==> src/rtl/axis_pkg.sv <==
// Shared types and helpers for the valid/ready skid pipeline.
// Slice state codes double as the slice occupancy count.
package axis_pkg;

   typedef enum logic [1:0] {
      EMPTY = 2'd0,
      HALF  = 2'd1,
      FULL  = 2'd2
   } slice_state_t;

   function automatic int clog2_min1(input int n);
      return ($clog2(n) < 1) ? 1 : $clog2(n);
   endfunction

endpackage

==> src/rtl/axis_skid_slice.sv <==
// One full-throughput skid slice: main register drives the output,
// skid register catches the beat that arrives while downstream stalls.
module axis_skid_slice
   import axis_pkg::*;
#(
   parameter int DATA_WIDTH = 32
) (
   input  logic                  aclk,
   input  logic                  areset,
   input  logic [DATA_WIDTH-1:0] in_data,
   input  logic                  in_valid,
   output logic                  in_ready,
   output logic [DATA_WIDTH-1:0] out_data,
   output logic                  out_valid,
   input  logic                  out_ready,
   output logic [1:0]            occ
);

   slice_state_t          state_reg, state_next;
   logic [DATA_WIDTH-1:0] main_reg, skid_reg;
   logic                  ready_reg, valid_reg;
   logic                  in_fire, load_in, load_skid, main_from_skid;

   // ready_reg is low for one cycle after reset even though the slice is EMPTY
   assign in_fire = in_valid & ready_reg;

   always_comb begin
      state_next     = state_reg;
      load_in        = 1'b0;
      load_skid      = 1'b0;
      main_from_skid = 1'b0;
      case (state_reg)
         EMPTY: begin
            if (in_fire) begin
               load_in    = 1'b1;
               state_next = HALF;
            end
         end
         HALF: begin
            if (in_fire && out_ready) begin
               load_in = 1'b1;
            end else if (in_fire) begin
               load_skid  = 1'b1;
               state_next = FULL;
            end else if (out_ready) begin
               state_next = EMPTY;
            end
         end
         FULL: begin
            if (out_ready) begin
               main_from_skid = 1'b1;
               state_next     = HALF;
            end
         end
         default: state_next = EMPTY;
      endcase
   end

   always_ff @(posedge aclk) begin
      if (areset) begin
         state_reg <= EMPTY;
         ready_reg <= 1'b0;
         valid_reg <= 1'b0;
      end else begin
         state_reg <= state_next;
         ready_reg <= (state_next != FULL);
         valid_reg <= (state_next != EMPTY);
      end
   end

   // Payload registers carry no reset; out_data is only meaningful with out_valid
   always_ff @(posedge aclk) begin
      if (load_in) begin
         main_reg <= in_data;
      end else if (main_from_skid) begin
         main_reg <= skid_reg;
      end
      if (load_skid) begin
         skid_reg <= in_data;
      end
   end

   assign in_ready  = ready_reg;
   assign out_valid = valid_reg;
   assign out_data  = main_reg;
   assign occ       = state_reg;

endmodule

==> src/rtl/axis_skid_pipe.sv <==
// Cascade of STAGES skid slices on a valid/ready stream; STAGES=0 is a wire.
// level reports the total number of beats held across all slices.
module axis_skid_pipe
   import axis_pkg::*;
#(
   parameter  int DATA_WIDTH  = 32,
   parameter  int STAGES      = 1,
   localparam int LEVEL_WIDTH = clog2_min1(2 * STAGES + 1)
) (
   input  logic                   aclk,
   input  logic                   areset,
   input  logic [DATA_WIDTH-1:0]  in_data,
   input  logic                   in_valid,
   output logic                   in_ready,
   output logic [DATA_WIDTH-1:0]  out_data,
   output logic                   out_valid,
   input  logic                   out_ready,
   output logic [LEVEL_WIDTH-1:0] level
);

   generate
      if (STAGES == 0) begin : g_wire
         assign in_ready  = out_ready;
         assign out_data  = in_data;
         assign out_valid = in_valid;
         assign level     = '0;
      end else begin : g_pipe
         logic [DATA_WIDTH-1:0]  data_c  [STAGES+1];
         logic                   valid_c [STAGES+1];
         logic                   ready_c [STAGES+1];
         logic [1:0]             occ_c   [STAGES];
         logic [LEVEL_WIDTH-1:0] level_sum;

         assign data_c[0]       = in_data;
         assign valid_c[0]      = in_valid;
         assign in_ready        = ready_c[0];
         assign out_data        = data_c[STAGES];
         assign out_valid       = valid_c[STAGES];
         assign ready_c[STAGES] = out_ready;

         for (genvar gi = 0; gi < STAGES; gi++) begin : g_slice
            axis_skid_slice #(
               .DATA_WIDTH(DATA_WIDTH)
            ) u_slice (
               .aclk      (aclk),
               .areset    (areset),
               .in_data   (data_c[gi]),
               .in_valid  (valid_c[gi]),
               .in_ready  (ready_c[gi]),
               .out_data  (data_c[gi+1]),
               .out_valid (valid_c[gi+1]),
               .out_ready (ready_c[gi+1]),
               .occ       (occ_c[gi])
            );
         end

         // Sum of the slice state flops, so it moves on the same edge as the states
         always_comb begin
            level_sum = '0;
            for (int i = 0; i < STAGES; i++) begin
               level_sum = level_sum + LEVEL_WIDTH'(occ_c[i]);
            end
         end

         assign level = level_sum;
      end
   endgenerate

endmodule

==> config.mk <==
export PLATFORM = sky130hd
export DESIGN_NAME = axis_skid_pipe
export DESIGN_NICKNAME = d
export VERILOG_FILES = /design/src/rtl/axis_pkg.sv /design/src/rtl/axis_skid_slice.sv /design/src/rtl/axis_skid_pipe.sv
export SDC_FILE = /design/constraint.sdc
export NUM_CORES = 1
export LEC_CHECK = 0
export CORE_MARGIN = 8
export CORE_UTILIZATION = 44
export CTS_CLUSTER_SIZE = 25
export DETAILED_ROUTE_END_ITERATION = 8
export GPL_TIMING_DRIVEN = 0
export PLACE_DENSITY_LB_ADDON = 0.12
export SYNTH_ARGS = -nofsm -noshare
export SYNTH_HDL_FRONTEND = slang
export SYNTH_SLANG_ARGS = --single-unit
==> constraint.sdc <==
create_clock -name aclk -period 2.9 [get_ports aclk]
set_input_delay 0.435 -clock aclk [delete_from_list [all_inputs] [get_ports aclk]]
set_output_delay 0.435 -clock aclk [all_outputs]
set_load 0.05 [all_outputs]
==> Word level (Yosys, flattened, before mapping) <==
Cells that the tools add are included.
{ "classes": {"eq_ne": 3, "mux": 15, "bitwise": 1, "reduce_logical": 4} }
{ "op_table": {"columns": ["cell", "count"], "rows": [
  ["two-way mux 32 bit", 2],
  ["two-way mux 2 bit", 5],
  ["two-way mux 1 bit", 6],
  ["one-hot mux 2 bit (3 select lines)", 1],
  ["nonzero test 2 bit", 2],
  ["equality test 2 x 1 -> 1 bit (second input constant)", 1],
  ["equality test 2 bit (second input constant)", 1],
  ["logical NOT 2 bit", 1],
  ["inequality test 2 bit (second input constant)", 1],
  ["one-hot mux 1 bit (2 select lines)", 1],
  ["AND 1 bit", 1],
  ["logical AND 1 bit", 1]
]} }
{ "totals": {"reg_bits": 68, "in_bits": 36, "output_inout_bits": 36} }

==> Longest topological paths before layout <==
Gate-level depths: netlist of the first run.
{ "depth": {"depth_word": 5, "depth_mapped": 4, "depth_no_buf": 3} }

==> Least setup slack after synthesis of the first run <==
No wires, ideal clock.
{ "synth_path": {"path_kind": "flip-flop to flip-flop", "from": "register g_pipe.g_slice[0].u_slice.state_reg[0]", "to": "register g_pipe.g_slice[0].u_slice.skid_reg[0], enable pin", "setup_time_ps": 421, "arrival_time_ps": 2239, "slack_ps": 240, "path_stages_with_launch": 3, "path_buffers": 0, "synth_period_minus_slack_ps": 2660, "cell_sequence": "dfxtp_1 -> nand4b_1 -> nor2_1"} }
{ "synth_via": {"elab_chain_len": 2} }
{ "synth_rtl": {"columns": ["element", "line_no", "rtl"], "rows": [
  ["start, declared", "axis_skid_slice.sv:19", "slice_state_t state_reg, state_next;"],
  ["start signal, assigned", "axis_skid_slice.sv:65", "state_reg <= state_next;"],
  ["equality test 2 x 1 -> 1 bit", "axis_skid_slice.sv:32", "case (state_reg)"],
  ["two-way mux 1 bit", "axis_skid_slice.sv:32", null],
  ["via g_pipe.g_slice[0].u_slice.load_skid", "axis_skid_slice.sv:22", "logic in_fire, load_in, load_skid, main_from_skid;"],
  ["end signal, assigned", "axis_skid_slice.sv:79", "skid_reg <= in_data;"],
  ["end, declared", "axis_skid_slice.sv:20", "logic [DATA_WIDTH-1:0] main_reg, skid_reg;"]
]} }
The timed path passes the listed nets, and every way through them passes these cells.
A chain may end at the register's enable or synchronous reset.

==> Worst setup path in the final report of the first run <==
{ "layout_path": {"from": "input out_ready", "to": "register g_pipe.g_slice[0].u_slice.main_reg[12], enable pin"} }
{ "layout_via": {"elab_chain_len": 4, "word_cells_on_any_way": 6, "cone_classes": "mux: 4; reduce/logical: 2"} }
{ "layout_rtl": {"columns": ["element", "line_no", "rtl"], "rows": [
  ["start, declared", "axis_skid_pipe.sv:17", "input logic out_ready,"],
  ["logical AND 1 bit", "axis_skid_slice.sv:40", "if (in_fire && out_ready) begin"],
  ["two-way mux 1 bit", "axis_skid_slice.sv:40", null],
  ["one-hot mux 1 bit (2 select lines)", "axis_skid_slice.sv:32", null],
  ["nonzero test 2 bit (no line) (*)", null, null],
  ["end signal, assigned", "axis_skid_slice.sv:74", "main_reg <= in_data;"],
  ["end signal, assigned", "axis_skid_slice.sv:76", "main_reg <= skid_reg;"],
  ["end, declared", "axis_skid_slice.sv:20", null]
]} }
Every way passes the cells marked *; elsewhere a longest branch is shown, timed or not.

==> results of run 1 <==
## worst max-delay path: stages
cell and delay, ns:
clkdlybuf4s50_1 0.61, nor2b_2 0.12, nor3_4 0.37, buf_6 0.21, nand2b_2 0.68
## cell usage in the layout, fill, tap and decap left out, drive strengths merged, types with 2 or more instances in the layout
cell	instances
clkdlybuf4s50	71
edfxtp	64
mux2	32
clkbuf	9
clkinvlp	4
dfxtp	4
buf	3
nor2	3
nand2b	3
a21oi	2
clkinv	2
nor2b	2
## routing by layer
metal | share of wire (%) | wire (um) | vias to the layer above | GRT usage (%)
li1 | - | - | 633 | -
met1 | 38 | 1850 | 669 | 12.9
met2 | 51 | 2490 | 47 | 21.2
met3 | 9.6 | 468 | 10 | 5.76
met4 | 1.9 | 91 | 0 | 6.55
met5 | 0 | 0 | - | 0
## cell type report
class                   count  share of cell area (%)
plain buffers               3                   0.961
clock buffers               9                    3.52
clock inverters             7                    1.92
multi-input cells          49                    13.8
flip-flops and latches     68                    57.0
well taps                  72                    2.56
repair buffers             71                    20.2
## metrics by stage
stage	setup slack, ns	hold WS, ns	power, mW	utilization (%)	cells
after global routing	0.252	0.579	2.18	63.8	279
after global placement	-0.566	0.530	1.39	60.2	263
after CTS	0.375	0.560	2.13	63.8	279
after floorplan	0.240	0.504	1.28	-	120
final	0.405	0.556	2.10	63.8	279
after detailed placement	0.0163	0.536	1.40	60.3	263
## worst max-delay path by stage
stage | slack (ns) | end | start | depth (start not counted)
finish | 0.40 | g_pipe.g_slice[0].u_slice.out_data[12]$_DFFE_PP_ | out_ready | 5
global route | 0.25 | g_pipe.g_slice[0].u_slice.out_data[27]$_DFFE_PP_ | out_ready | 5
CTS | 0.37 | g_pipe.g_slice[0].u_slice.out_data[4]$_DFFE_PP_ | out_ready | 5
detailed placement | 0.02 | g_pipe.g_slice[0].u_slice.out_data[9]$_DFFE_PP_ | out_ready | 5
global placement | -0.57 | g_pipe.g_slice[0].u_slice.skid_reg[8]$_DFFE_PP_ | in_valid | 3
floorplan | 0.24 | g_pipe.g_slice[0].u_slice.skid_reg[0]$_DFFE_PP_ | g_pipe.g_slice[0].u_slice.occ[0]$_SDFF_PP0_ | 2
## power by group
part	internal (mW)	leakage (nW)	switching, mW	total (mW)
Sequential	1.11	0.620	0.00896	1.12
Clock	0.390	0.0826	0.342	0.733
Combinational	0.113	0.450	0.142	0.255
Total	1.61	1.15	0.493	2.10
## cells by family after synthesis
family,Yosys count,synth area share (%)
xor+xnor,1,0.349
mux,32,14.3
buf+inv,3,1.34
simple gates,12,3.24
compound gates,4,1.05
flops,68,79.7
==> results.md, run 1 <==
Placed design:
- Routability-driven placement finished with a final weighted congestion of 0.732.
- The cell area after placement is 3320 um2.
- The count of buffers added on input and output ports is 71.
- The wire-length estimate of the detail-placed layout is 3.42 mm.

Finish:
- In the final design database the tool counted 238 nets.
- The final instance area is 3510 um2.
- The count of filler cells inserted in the layout is 424.
- The multi-input combinational cells in the finished layout cover a total of 487 um2.
- The area used by sequential logic in the layout is 2000 um2.
- The repair_antennas step left the layout with diodes totalling 0.
- The share of cells above drive strength 1 is 25.6%.
- The area growth from synthesis to layout is 39.9%.

Global route:
- The initial antenna violation count is 0.
- The via count of the first global-routing pass is 1,631.
- Entering global routing, the biggest net connects 33 pins.
- Summed over all layers, the global routing overflow is 0.
- The first-pass GRT wire length is 8.18 mm.
- In the global route stage, overall resource usage came out at 12.6%.

Worst setup path:
- Data on the critical path arrives at its endpoint at 2.45 ns.
- The maximum net fanout on the critical path is 32.
- The worst reg2reg path endpoint is g_pipe.g_slice[0].u_slice.out_data[12]$_DFFE_PP_.
- For the worst flop-to-flop path, the logic depth is 4.
- The worst setup path is captured at a flop.
- The critical path is of the input port to flop type.
- For the worst setup path, the data required time is 2.86 ns.
- Across all register-to-register paths, the minimum setup slack is 0.68 ns.
- The worst setup path is launched from an input port.
- The launching point of the worst reg2reg path is g_pipe.g_slice[0].u_slice.occ[0]$_SDFF_PP0_.

Hold path:
- The sink of the worst hold path is g_pipe.g_slice[0].u_slice.out_data[30]$_DFFE_PP_.
- The worst hold path begins at g_pipe.g_slice[0].u_slice.skid_reg[30]$_DFFE_PP_.
- The type of the most critical hold path is flop to flop.
- The number of cells on the worst hold path is 1.

Timing:
- Counting I/O delays and the setup requirement, the final critical path takes 2.50 ns.
- Timing would allow up to 0.401 GHz.
- The number of max-slew violations in the final report is 0.
- Setup repair after global routing left no endpoint under its margin.
- The pin slew with the least headroom to its limit is 0.965 ns.
- The worst-case clock skew is 0.00731 ns.
- The final critical path takes up 86.0% of the cycle.
- Adding up every negative setup slack in the final design gives 0 ns.
- The final setup violation count is 0.
- The number of hold violations in the final report is 0.
- The worst slew margin relative to its limit is 35.5%.

Synthesis:
- The cell accounting for the most synthesized area is edfxtp_1.
- The mean instance size in the synthesized netlist is 20.9 um2.
- The async set-or-reset flop fraction in the synthesized netlist is 0%.
- After synthesis the cells add up to 2510 um2.
- After synthesis, the largest area contributor takes up 76.5% of total cell area.
- The count of mapped cells out of synthesis is 120.
- The dominant synthesized flop cell is edfxtp_1.
- The number of nets in the synthesized netlist is 156.
- The number of enable-type register cells in the synthesized netlist is 64.
- In this run, distinct cell masters in the synthesized netlist total 16.
- Counting instances in the post-synthesis netlist gives the leading cell types as 64 x edfxtp_1, 32 x mux2_2, 4 x dfxtp_1.
- Yosys attributes the largest share of cell area to edfxtp_1 76%, mux2_2 14%, dfxtp_1 3.2%.
- The count of state elements after synthesis is 68.
- For this run, the register share of the synthesized area comes to 79.7%.
- The number of warnings issued by yosys is 0.
- The most instantiated library cell after synthesis is edfxtp_1.

Detailed routing:
- The sum of routed wire length over all layers is 4.90 mm.
- After detailed routing, the number of remaining DRC violations is 0.
- Once detail routing completed, the nets flagged for antenna violations numbered 0.
- After detailed routing, the average wire length per cell comes to 17.6 um.
- After detailed routing, the number of vias per cell comes to 4.87.
- The first TritonRoute pass finished after 4 iterations.
- The detailed router placed 1,359 vias in this run.
- The number of DRC markers after the initial detailed-route iteration is 62.

Clock tree:
- The TritonCTS sink count is 68.
- The number of gates resized after CTS was 0.
- The total CTS buffers is 9.
- The deepest level of the CTS H-tree is 3.
- The total setup buffers inserted after CTS is 0.
- The CTS clock-pin slew for the worst setup and hold paths is 0.07 ns.
- The TritonCTS clock tree is yes.
- The clock latency of the later-clocked register in the worst-skew pair is 0.33 ns.
- The clock tree root driver cell is clkbuf_8.
- After clock tree synthesis, the flow added hold-fix buffers numbering 0.
- The clock passes through at most 2 buffers.

Floorplan:
- The die width is 91.6 um.
- The area of the die is 8380 um2.
- Pin placement for this block handled 72 I/O pins.
- The row count is 27.
- Once the floorplan was initialized, standard cells occupied 45.6% of the core.
- The core area is 5510 um2.
- In this run the vertical extent of the chip is 91.6 um.

Power:
- The power density over the cells is 599 nW/um2.
- In this run the static leakage power is 1.15 nW.
- The worst IR drop on VDD is 0.447 mV.

Outcome:
- The run finished with clean final reports.

Flow run:
- The max-cap check violation count is 0.
No activity file was read; power rests on OpenSTA's default activity.
==> run 2, diff against run 1 <==
--- a/config.mk
+++ b/config.mk
@@ -13,4 +13,5 @@
 export PLACE_DENSITY_LB_ADDON = 0.12
 export SYNTH_ARGS = -nofsm -noshare
 export SYNTH_HDL_FRONTEND = slang
+export SYNTH_HIERARCHICAL = 1
 export SYNTH_SLANG_ARGS = --single-unit
==> run 2 against run 1 <==
Routed wire length increased by 4.2%. Count of clock-buffer cells in the layout unchanged. Register-to-register slack better by 0.21 ns. Critical endpoint is now g_pipe.g_slice[0].u_slice/out_data[15]$_DFFE_PP_.
==> results.md, run 2 <==
Power:
- The power density over the cells came to 565 nW/um2 (-5.6%).
- The static leakage came to 1.18 nW (+2.2%).
- The worst IR drop on VDD is 0.333 mV (-26%).

Global route:
- The pin count of the biggest net entering global routing came to 19 (-42%).
- The global-route track usage on met3 came to 5.68% (-0.082 points).
- The global routing usage on met1 is 13.4% (+0.48 points).
- The layer flagged by global routing as most heavily used is met2.
- The initial antenna violation count is 0 (unchanged).
- The first-pass GRT wire length came to 8.25 mm (+0.84%).
- The overall fraction of global-route tracks in use is 12.8% (+0.20 points).
- The via count of the first global-routing pass is 1,601 (-1.8%).
- The total grt overflow was 0 (unchanged).
- The met2 routing resource usage after global routing was 21.1% (-0.18 points).

Timing:
- The pin slew with the least headroom to its limit is 0.988 ns (+0.0233 ns).
- The final setup violation count is 0 (unchanged).
- The worst slew margin relative to its limit came to 33.9% (-1.6 points).
- Setup repair after global routing left no endpoint under its margin.
- The upper clock frequency limit is 0.422 GHz (+5.3%).
- The number of hold violations in the final report is 0 (unchanged).
- The share of the cycle needed by the critical path after routing is 81.7% (-4.3 points).
- The worst-case clock skew is 0.00671 ns (-0.000591 ns).
- The post-layout worst setup margin is 0.529 ns (+0.125 ns).
- The shortest clock period the worst path allows after layout is 2.37 ns (-0.125 ns).
- The number of max-slew violations in the final report came to 0 (unchanged).

Clock tree:
- The deepest level of the CTS H-tree came to 3 (unchanged).
- The total setup buffers inserted after CTS was 0 (unchanged).
- The maximum count of clock buffers along a single path came to 2 (unchanged).
- The total CTS buffers came to 9 (unchanged).
- Clock tree synthesis selected as its root buffer the cell clkbuf_8.
- The CTS clock-pin slew for the worst setup and hold paths is 0.07 ns (about the same).
- The TritonCTS sink count was 68 (unchanged).
- The clock latency of the later-clocked register in the worst-skew pair is 0.33 ns (about the same).
- TritonCTS built the clock tree.
- The number of instances resized during post-cts repair is 0 (unchanged).
- The number of buffers added to fix hold violations after cts is 0 (unchanged).

Floorplan:
- The effective utilization at floorplan is 45.6% (about the same).
- The row count was 27 (unchanged).
- The boundary pin count is 72 (unchanged).
- The core area is 5510 um2 (unchanged).
- The die span in y is 91.5 um (about the same).
- The area of the die is 8380 um2 (about the same).
- The die width is 91.5 um (about the same).

Detailed routing:
- The count of nets left with antenna violations after detail routing was 0 (unchanged).
- The detailed-route via count was 1,412 (+3.9%).
- The count of unresolved DRC violations after routing is 0 (unchanged).
- The wire length per cell is 18.2 um (+3.5%).
- The sum of routed wire length over all layers was 5.11 mm (+4.2%).
- The routed via count divided by cell count is 5.02 (+3.2%).
- The first-pass iteration count of the detailed router came to 4 (unchanged).
- The number of DRC markers after the initial detailed-route iteration is 54 (-13%).

Finish:
- The most frequent standard cell in the layout excluding fill and tap cells is clkdlybuf4s50_1.
- Leaving out fill and tap cells, the most frequent cells in the layout are 71 x clkdlybuf4s50_1, 64 x edfxtp_1, 32 x mux2_2.
- The count of filler cells inserted in the layout is 404 (-4.7%).
- The area growth from synthesis to layout is 41.3%.
- The share of cells above drive strength 1 was 25.8% (+0.23 points).
- The final instance count without filler cells is 281 (+0.72%).
- The final core area utilization is 64.4% (+0.57 points).
- The number of antenna repair diodes is 0 (unchanged).
- The number of nets in the layout is 240 (+0.84%).
- The final instance area is 3550 um2 (+0.89%).

Synthesis:
- The number of enable-type register cells in the synthesized netlist is 64 (unchanged).
- The number of warnings issued by yosys is 6 (+6).
- The part of the Yosys area used for sequential elements is 79.8% (about the same).
- The synthesized design spends more area on one cell type than any other, namely edfxtp_1.
- The post-synth net total is 156 (unchanged).
- The count of mapped cells out of synthesis came to 120 (unchanged).
- The post-synthesis cell type count is 18 (+2).
- The post-synthesis instance area is 2510 um2 (about the same).
- The async set-or-reset flop fraction in the synthesized netlist is 0% (unchanged).
- Ranked by instance count, the synthesized netlist is headed by 64 x edfxtp_1, 32 x mux2_2, 4 x dfxtp_1.
- The count of state elements after synthesis was 68 (unchanged).
- The mean instance size in the synthesized netlist is 20.9 um2 (about the same).
- The most instantiated library cell after synthesis is edfxtp_1.
- In the post-synthesis netlist, the biggest area contributors are edfxtp_1 77%, mux2_2 14%, dfxtp_1 3.2%.
- The area share of the leading cell type in the synthesized netlist is 76.6% (about the same).
- The dominant synthesized flop cell is edfxtp_1.

Hold path:
- The source of the worst hold timing path is g_pipe.g_slice[0].u_slice/skid_reg[23]$_DFFE_PP_.
- The number of cells on the worst hold path came to 1 (unchanged).
- The sink of the worst hold path is g_pipe.g_slice[0].u_slice/out_data[23]$_DFFE_PP_.
- The type of the most critical hold path is flop to flop.

Placed design:
- The cell count after placement is 265 (+0.76%).
- The final weighted congestion in routability-driven placement came to 0.733 (+0.16%).
- The half-perimeter wire length after detailed placement was 3.69 mm (+7.8%).
- The cell area after placement was 3390 um2 (+2.0%).
- The number of port buffers was 71 (unchanged).
- The worst slack at placement came to 0.162 ns (+0.146 ns).

Worst setup path:
- The capturing element type of the critical path is a flop.
- The depth of the worst register-to-register path came to 5 (+1).
- The maximum net fanout on the critical path is 18 (-44%).
- The critical setup path kind is input port to flop.
- The worst reg2reg path endpoint is g_pipe.g_slice[0].u_slice/out_data[15]$_DFFE_PP_.
- The data arrival time at the worst-slack endpoint is 2.41 ns (-0.04 ns).
- The slack of the worst reg-to-reg path is 0.89 ns (+0.21 ns).
- The required time of the critical path is 2.94 ns (+0.08 ns).
- STA classifies the critical path startpoint as an input port.
- The startpoint identified for the worst register-to-register timing path is g_pipe.g_slice[0].u_slice/in_ready$_SDFF_PP0_.

Flow run:
- The max-cap check violation count is 0 (unchanged).

Outcome:
- The run finished with clean final reports.
-- run 2: changes by cell type after synthesis, moves of 2 or more --
cell	delta
inv_1	+2
nand2b_1	-2
nor2_1	-2
nor3_1	+2
-- run 2: metrics by stage --
step	setup TNS, ns	hold WS [ns]	power (mW)
6_report	0	0.546	2.00
5_1_grt	0	0.567	2.08
4_1_cts	0	0.553	2.03
3_5_place_dp	0	0.538	1.40
3_3_place_gp	-20.88	0.500	1.39
2_1_floorplan	0	0.504	1.28
-- run 2: report_power, final --
group	leakage (nW)	total [mW]	switching [mW]	internal [mW]
clock	0.0813	0.623	0.327	0.296
combinational	0.476	0.263	0.144	0.119
sequential	0.620	1.12	0.00935	1.11
total	1.18	2.00	0.480	1.52
-- run 2: layout make-up --
class / count / area, um2 / share of cell area [%]
flip-flops and latches: 68 / 2000 / 56.5
multi-input cells: 47 / 489 / 13.8
repair buffers: 73 / 766 / 21.6
well taps: 72 / 90.1 / 2.54
plain buffers: 3 / 33.8 / 0.953
inverters: 2 / 7.51 / 0.212
clock buffers: 9 / 124 / 3.49
clock inverters: 7 / 33.8 / 0.953
-- run 2: cells by family after synthesis --
group / after synthesis / synth area share (%)
flops: 68 / 79.8
simple gates: 9 / 2.44
mux: 32 / 14.4
buf+inv: 5 / 1.65
compound gates: 6 / 1.79
-- run 2: worst max-delay path: stages --
cell and delay (ns):
clkdlybuf4s50_1 0.58, nand2b_2 0.24, nor3b_4 0.41, buf_6 0.22
o21bai_4 0.29, buf_16 0.23
-- run 2: layer usage --
layer | share of wire (%) | vias up
met5 | 0 | -
met2 | 51 | 58
met4 | 1.5 | 0
li1 | - | 652
met3 | 9.1 | 9
met1 | 38 | 693
-- run 2: worst max-delay path by stage --
stage | cells past startpoint | to | slack (ns) | start
global route | 6 | g_pipe.g_slice[0].u_slice/out_data[15]$_DFFE_PP_ | 0.40 | out_ready
floorplan | 2 | g_pipe.g_slice[0].u_slice/skid_reg[0]$_DFFE_PP_ | 0.26 | g_pipe.g_slice[0].u_slice/in_ready$_SDFF_PP0_
detailed placement | 6 | g_pipe.g_slice[0].u_slice/out_data[11]$_DFFE_PP_ | 0.16 | out_ready
global placement | 3 | g_pipe.g_slice[0].u_slice/skid_reg[7]$_DFFE_PP_ | -0.64 | out_ready
finish | 6 | g_pipe.g_slice[0].u_slice/out_data[15]$_DFFE_PP_ | 0.53 | out_ready
CTS | 6 | g_pipe.g_slice[0].u_slice/out_data[16]$_DFFE_PP_ | 0.53 | out_ready
==> run 3, diff against run 2 <==
--- a/config.mk
+++ b/config.mk
@@ -6,7 +6,7 @@
 export NUM_CORES = 1
 export LEC_CHECK = 0
 export CORE_MARGIN = 8
-export CORE_UTILIZATION = 44
+export CORE_UTILIZATION = 42
 export CTS_CLUSTER_SIZE = 25
 export DETAILED_ROUTE_END_ITERATION = 8
 export GPL_TIMING_DRIVEN = 0
==> constraint.sdc (replaced) <==
create_clock -name aclk -period 2 [get_ports aclk]
set_input_delay 0.3 -clock aclk [delete_from_list [all_inputs] [get_ports aclk]]
set_output_delay 0.3 -clock aclk [all_outputs]
set_load 0.05 [all_outputs]
==> run 3 against run 2 <==
First-iteration DRC count rose by 3.7%. Setup slack got worse by 0.44 ns. Combinational power rose by 46%. Cell area rose by 1.1%. Cell count rose by 2.8%. Clock skew rose by 0.0021 ns. Critical path type unchanged. Global-route usage fell by 0.50 points. Count of clock-buffer cells in the layout did not move. Highest routed layer unchanged. Die area rose by 3.9%. Routed wire length rose by 1.0%. Sequential share of layout area fell by 0.53 points.
==> results.md, run 3 (synthesis results as in run 2) <==
Detailed routing:
- The count of unresolved DRC violations after routing came to 0 (unchanged).
- The count of nets left with antenna violations after detail routing is 0 (unchanged).
- The number of DRC markers after the initial detailed-route iteration is 56 (+3.7%).
- The sum of routed wire length over all layers is 5.16 mm (+1.0%).
- The first-pass iteration count of the detailed router is 4 (unchanged).
- The wire length per cell came to 17.8 um (-1.8%).
- The routed via count divided by cell count was 4.80 (-4.5%).
- The detailed-route via count is 1,387 (-1.8%).

Finish:
- The share of cells above drive strength 1 is 29.9% (+4.1 points).
- The number of nets in the layout is 246 (+2.5%).
- The count of filler cells inserted in the layout came to 444 (+9.9%).
- The final instance count without filler cells came to 289 (+2.8%).
- The number of antenna repair diodes is 0 (unchanged).
- In the layout the commonest cells are 71 x clkdlybuf4s50_1, 64 x edfxtp_1, 32 x mux2_2.
- The area growth from synthesis to layout is 42.9%.
- The most frequent standard cell in the layout excluding fill and tap cells is clkdlybuf4s50_1.
- The final instance area is 3590 um2 (+1.1%).

Flow run:
- The max-cap check violation count is 0 (unchanged).

Timing:
- The worst slew margin relative to its limit is 62.7% (+29 points).
- The routed design could run at a clock period as short as 1.91 ns.
- Derived from the worst setup path, the maximum achievable clock frequency is 0.522 GHz.
- The number of max-slew violations in the final report is 0 (unchanged).
- The final setup violation count is 0 (unchanged).
- The final-layout setup total negative slack is 0 ns (unchanged).
- The pin slew with the least headroom to its limit is 0.559 ns (-0.430 ns).
- The share of the cycle needed by the critical path after routing is 95.7%.
- Setup repair after global routing left no endpoint under its margin.
- The post-layout worst setup margin was 0.0855 ns (-0.444 ns).
- The worst-case clock skew came to 0.00879 ns (+0.00208 ns).
- The number of hold violations in the final report was 0 (unchanged).

Worst setup path:
- In this run the critical register-to-register path is launched from g_pipe.g_slice[0].u_slice/occ[0]$_SDFF_PP0_.
- The depth of the worst register-to-register path came to 5 (unchanged).
- Walking the worst path, the cells encountered are clkdlybuf4s50_1, nand2b_2, nor3b_4, buf_4, buf_6, mux2_2.
- The worst setup path is captured at a flop.
- The data arrival time at the worst-slack endpoint is 1.99 ns (-0.42 ns).
- The slack of the worst reg-to-reg path is 0.35 ns (-0.54 ns).
- The worst reg2reg path endpoint is g_pipe.g_slice[0].u_slice/out_data[5]$_DFFE_PP_.
- The critical setup path kind is input port to flop.
- The maximum net fanout on the critical path is 10 (-8).
- STA classifies the critical path startpoint as an input port.
- The required time of the critical path is 2.07 ns (-0.87 ns).
- The number of buffers and inverters on the critical path is 3 (unchanged).
- The slowest library cell on the worst path is clkdlybuf4s50_1.
- The kind of cell adding the most delay to the critical path is buffers and inverters.
- The largest stage delay on the critical path is 0.55 ns (-0.03 ns).

Placed design:
- The cell area after placement was 3370 um2 (-0.44%).
- The final weighted congestion in routability-driven placement is 0.690 (-5.8%).
- The worst slack at placement is -0.544 ns (-0.706 ns).
- The cell count after placement is 268 (+1.1%).
- The half-perimeter wire length after detailed placement is 3.55 mm (-3.6%).
- The number of port buffers is 71 (unchanged).

Hold path:
- The type of the most critical hold path is flop to flop.
- The source of the worst hold timing path is g_pipe.g_slice[0].u_slice/in_ready$_SDFF_PP0_.
- For hold timing, the worst endpoint is g_pipe.g_slice[0].u_slice/occ[1]$_SDFF_PP0_.
- The number of cells on the worst hold path is 2 (+1).

Power:
- The post-route total power is 2.89 mW (+45%).
- The worst IR drop on VDD came to 0.374 mV (+12%).
- The static leakage is 1.20 nW (+1.6%).
- The clock share of power is 30.8% (-0.3 points).
- The share of total power in combinational logic came to 13.3% (about the same).
- The fraction of power spent switching nets came to 23.7% (-0.25 points).
- The net switching power figure is 0.687 mW (+43%).
- The internal power component is 2.21 mW (+45%).
- The power density over the cells is 807 nW/um2 (+43%).
- The proportion of power drawn by flip-flops and latches is 56.0% (+0.2 points).

Floorplan:
- The area of the die was 8710 um2 (+3.9%).
- The core area was 5850 um2 (+6.2%).
- The row count is 28 (+3.7%).
- The die width is 93.3 um (+1.9%).
- The die span in y was 93.3 um (+1.9%).
- The boundary pin count is 72 (unchanged).
- The effective utilization at floorplan is 42.9% (-2.7 points).

Clock tree:
- The root buffer cell chosen for the clock tree is clkbuf_8.
- The CTS clock-pin slew for the worst setup and hold paths is 0.07 ns (about the same).
- The TritonCTS sink count is 68 (unchanged).
- The clock latency of the later-clocked register in the worst-skew pair is 0.33 ns (about the same).
- The deepest level of the CTS H-tree is 3 (unchanged).
- The maximum count of clock buffers along a single path is 2 (unchanged).
- The total CTS buffers is 9 (unchanged).
- The TritonCTS clock tree is yes.

Global route:
- The total grt overflow is 0 (unchanged).
- The initial antenna violation count is 0 (unchanged).
- The first-pass GRT wire length is 8.09 mm (-1.9%).
- The via count of the first global-routing pass is 1,572 (-1.8%).
- The overall fraction of global-route tracks in use was 12.3% (-0.50 points).
- The pin count of the biggest net entering global routing is 17 (-2).

Outcome:
- The flow ran to the end, and the final reports show no timing, DRC or antenna violations.
-- run 3: cell types whose count changed in the layout (fill, tap and decap cells not counted), sizes merged --
cell | previous run | this run
clkinvlp | 1 | 2
buf | 5 | 10
o21bai | 1 | 2
clkinv | 6 | 4
-- run 3: worst max path at each step --
stage	start	endpoint	slack, ns	cells past startpoint
global placement	out_ready	g_pipe.g_slice[0].u_slice/skid_reg[17]$_DFFE_PP_	-0.63	3
global route	out_ready	g_pipe.g_slice[0].u_slice/out_data[3]$_DFFE_PP_	0.009	6
floorplan	g_pipe.g_slice[0].u_slice/in_ready$_SDFF_PP0_	g_pipe.g_slice[0].u_slice/skid_reg[0]$_DFFE_PP_	0.06	2
detailed placement	out_ready	g_pipe.g_slice[0].u_slice/out_data[17]$_DFFE_PP_	-0.54	5
finish	out_ready	g_pipe.g_slice[0].u_slice/out_data[5]$_DFFE_PP_	0.09	6
CTS	out_ready	g_pipe.g_slice[0].u_slice/skid_reg[12]$_DFFE_PP_	0.06	5
-- run 3: layer usage --
metal | global-route usage (%) | vias up | share of wire, %
li1 | - | 661 | -
met1 | 13.8 | 669 | 40
met2 | 19.8 | 50 | 49
met3 | 5.29 | 7 | 9.5
met4 | 6.04 | 0 | 1.1
met5 | 0 | - | 0
-- run 3: cell type report --
type                       count  area, um2  share of cell area (%)
clock inverter                 6       32.5                   0.907
buffer                         3       33.8                   0.942
tap                           75       93.8                    2.62
timing repair buffer          78        778                    21.7
multi-input combinational     48        510                    14.2
inverter                       2       7.51                   0.209
sequential                    68       2010                    55.9
clock buffer                   9        124                    3.45
-- run 3: worst reg2reg max path, stage by stage (launching register included) --
cell and delay (ns):
dfxtp_2 0.35, nand2b_2 0.14, nor3b_4 0.23, buf_4 0.17, buf_6 0.16, mux2_2 0.35
-- run 3: through the flow --
stage                     utilization, %  hold slack, ns
after floorplan                        -           0.365
after global placement              57.1           0.494
after detailed placement            57.7           0.515
after CTS                           60.9           0.523
after global routing                61.3           0.534
final                               61.3           0.516
-- run 3: what timing repair did --
| item | 4_1_cts | 5_1_grt |
|---|---|---|
| hold buffers | 0 | 0 |
| cloned | 1 | 0 |
| gates resized for setup | 1 | 0 |
| setup buffers | 2 | 3 |
| setup endpoints to repair | 32 | 12 |
| pin swaps | 0 | 1 |
-- run 3: power by group through the flow --
stage	Combinational (mW)	Clock (mW)	Sequential, mW
after floorplan	0.0879	0	1.77
after global placement	0.368	0	1.65
after detailed placement	0.377	0	1.65
after CTS	0.389	0.931	1.62
after global routing	0.402	0.995	1.62
final	0.384	0.890	1.62
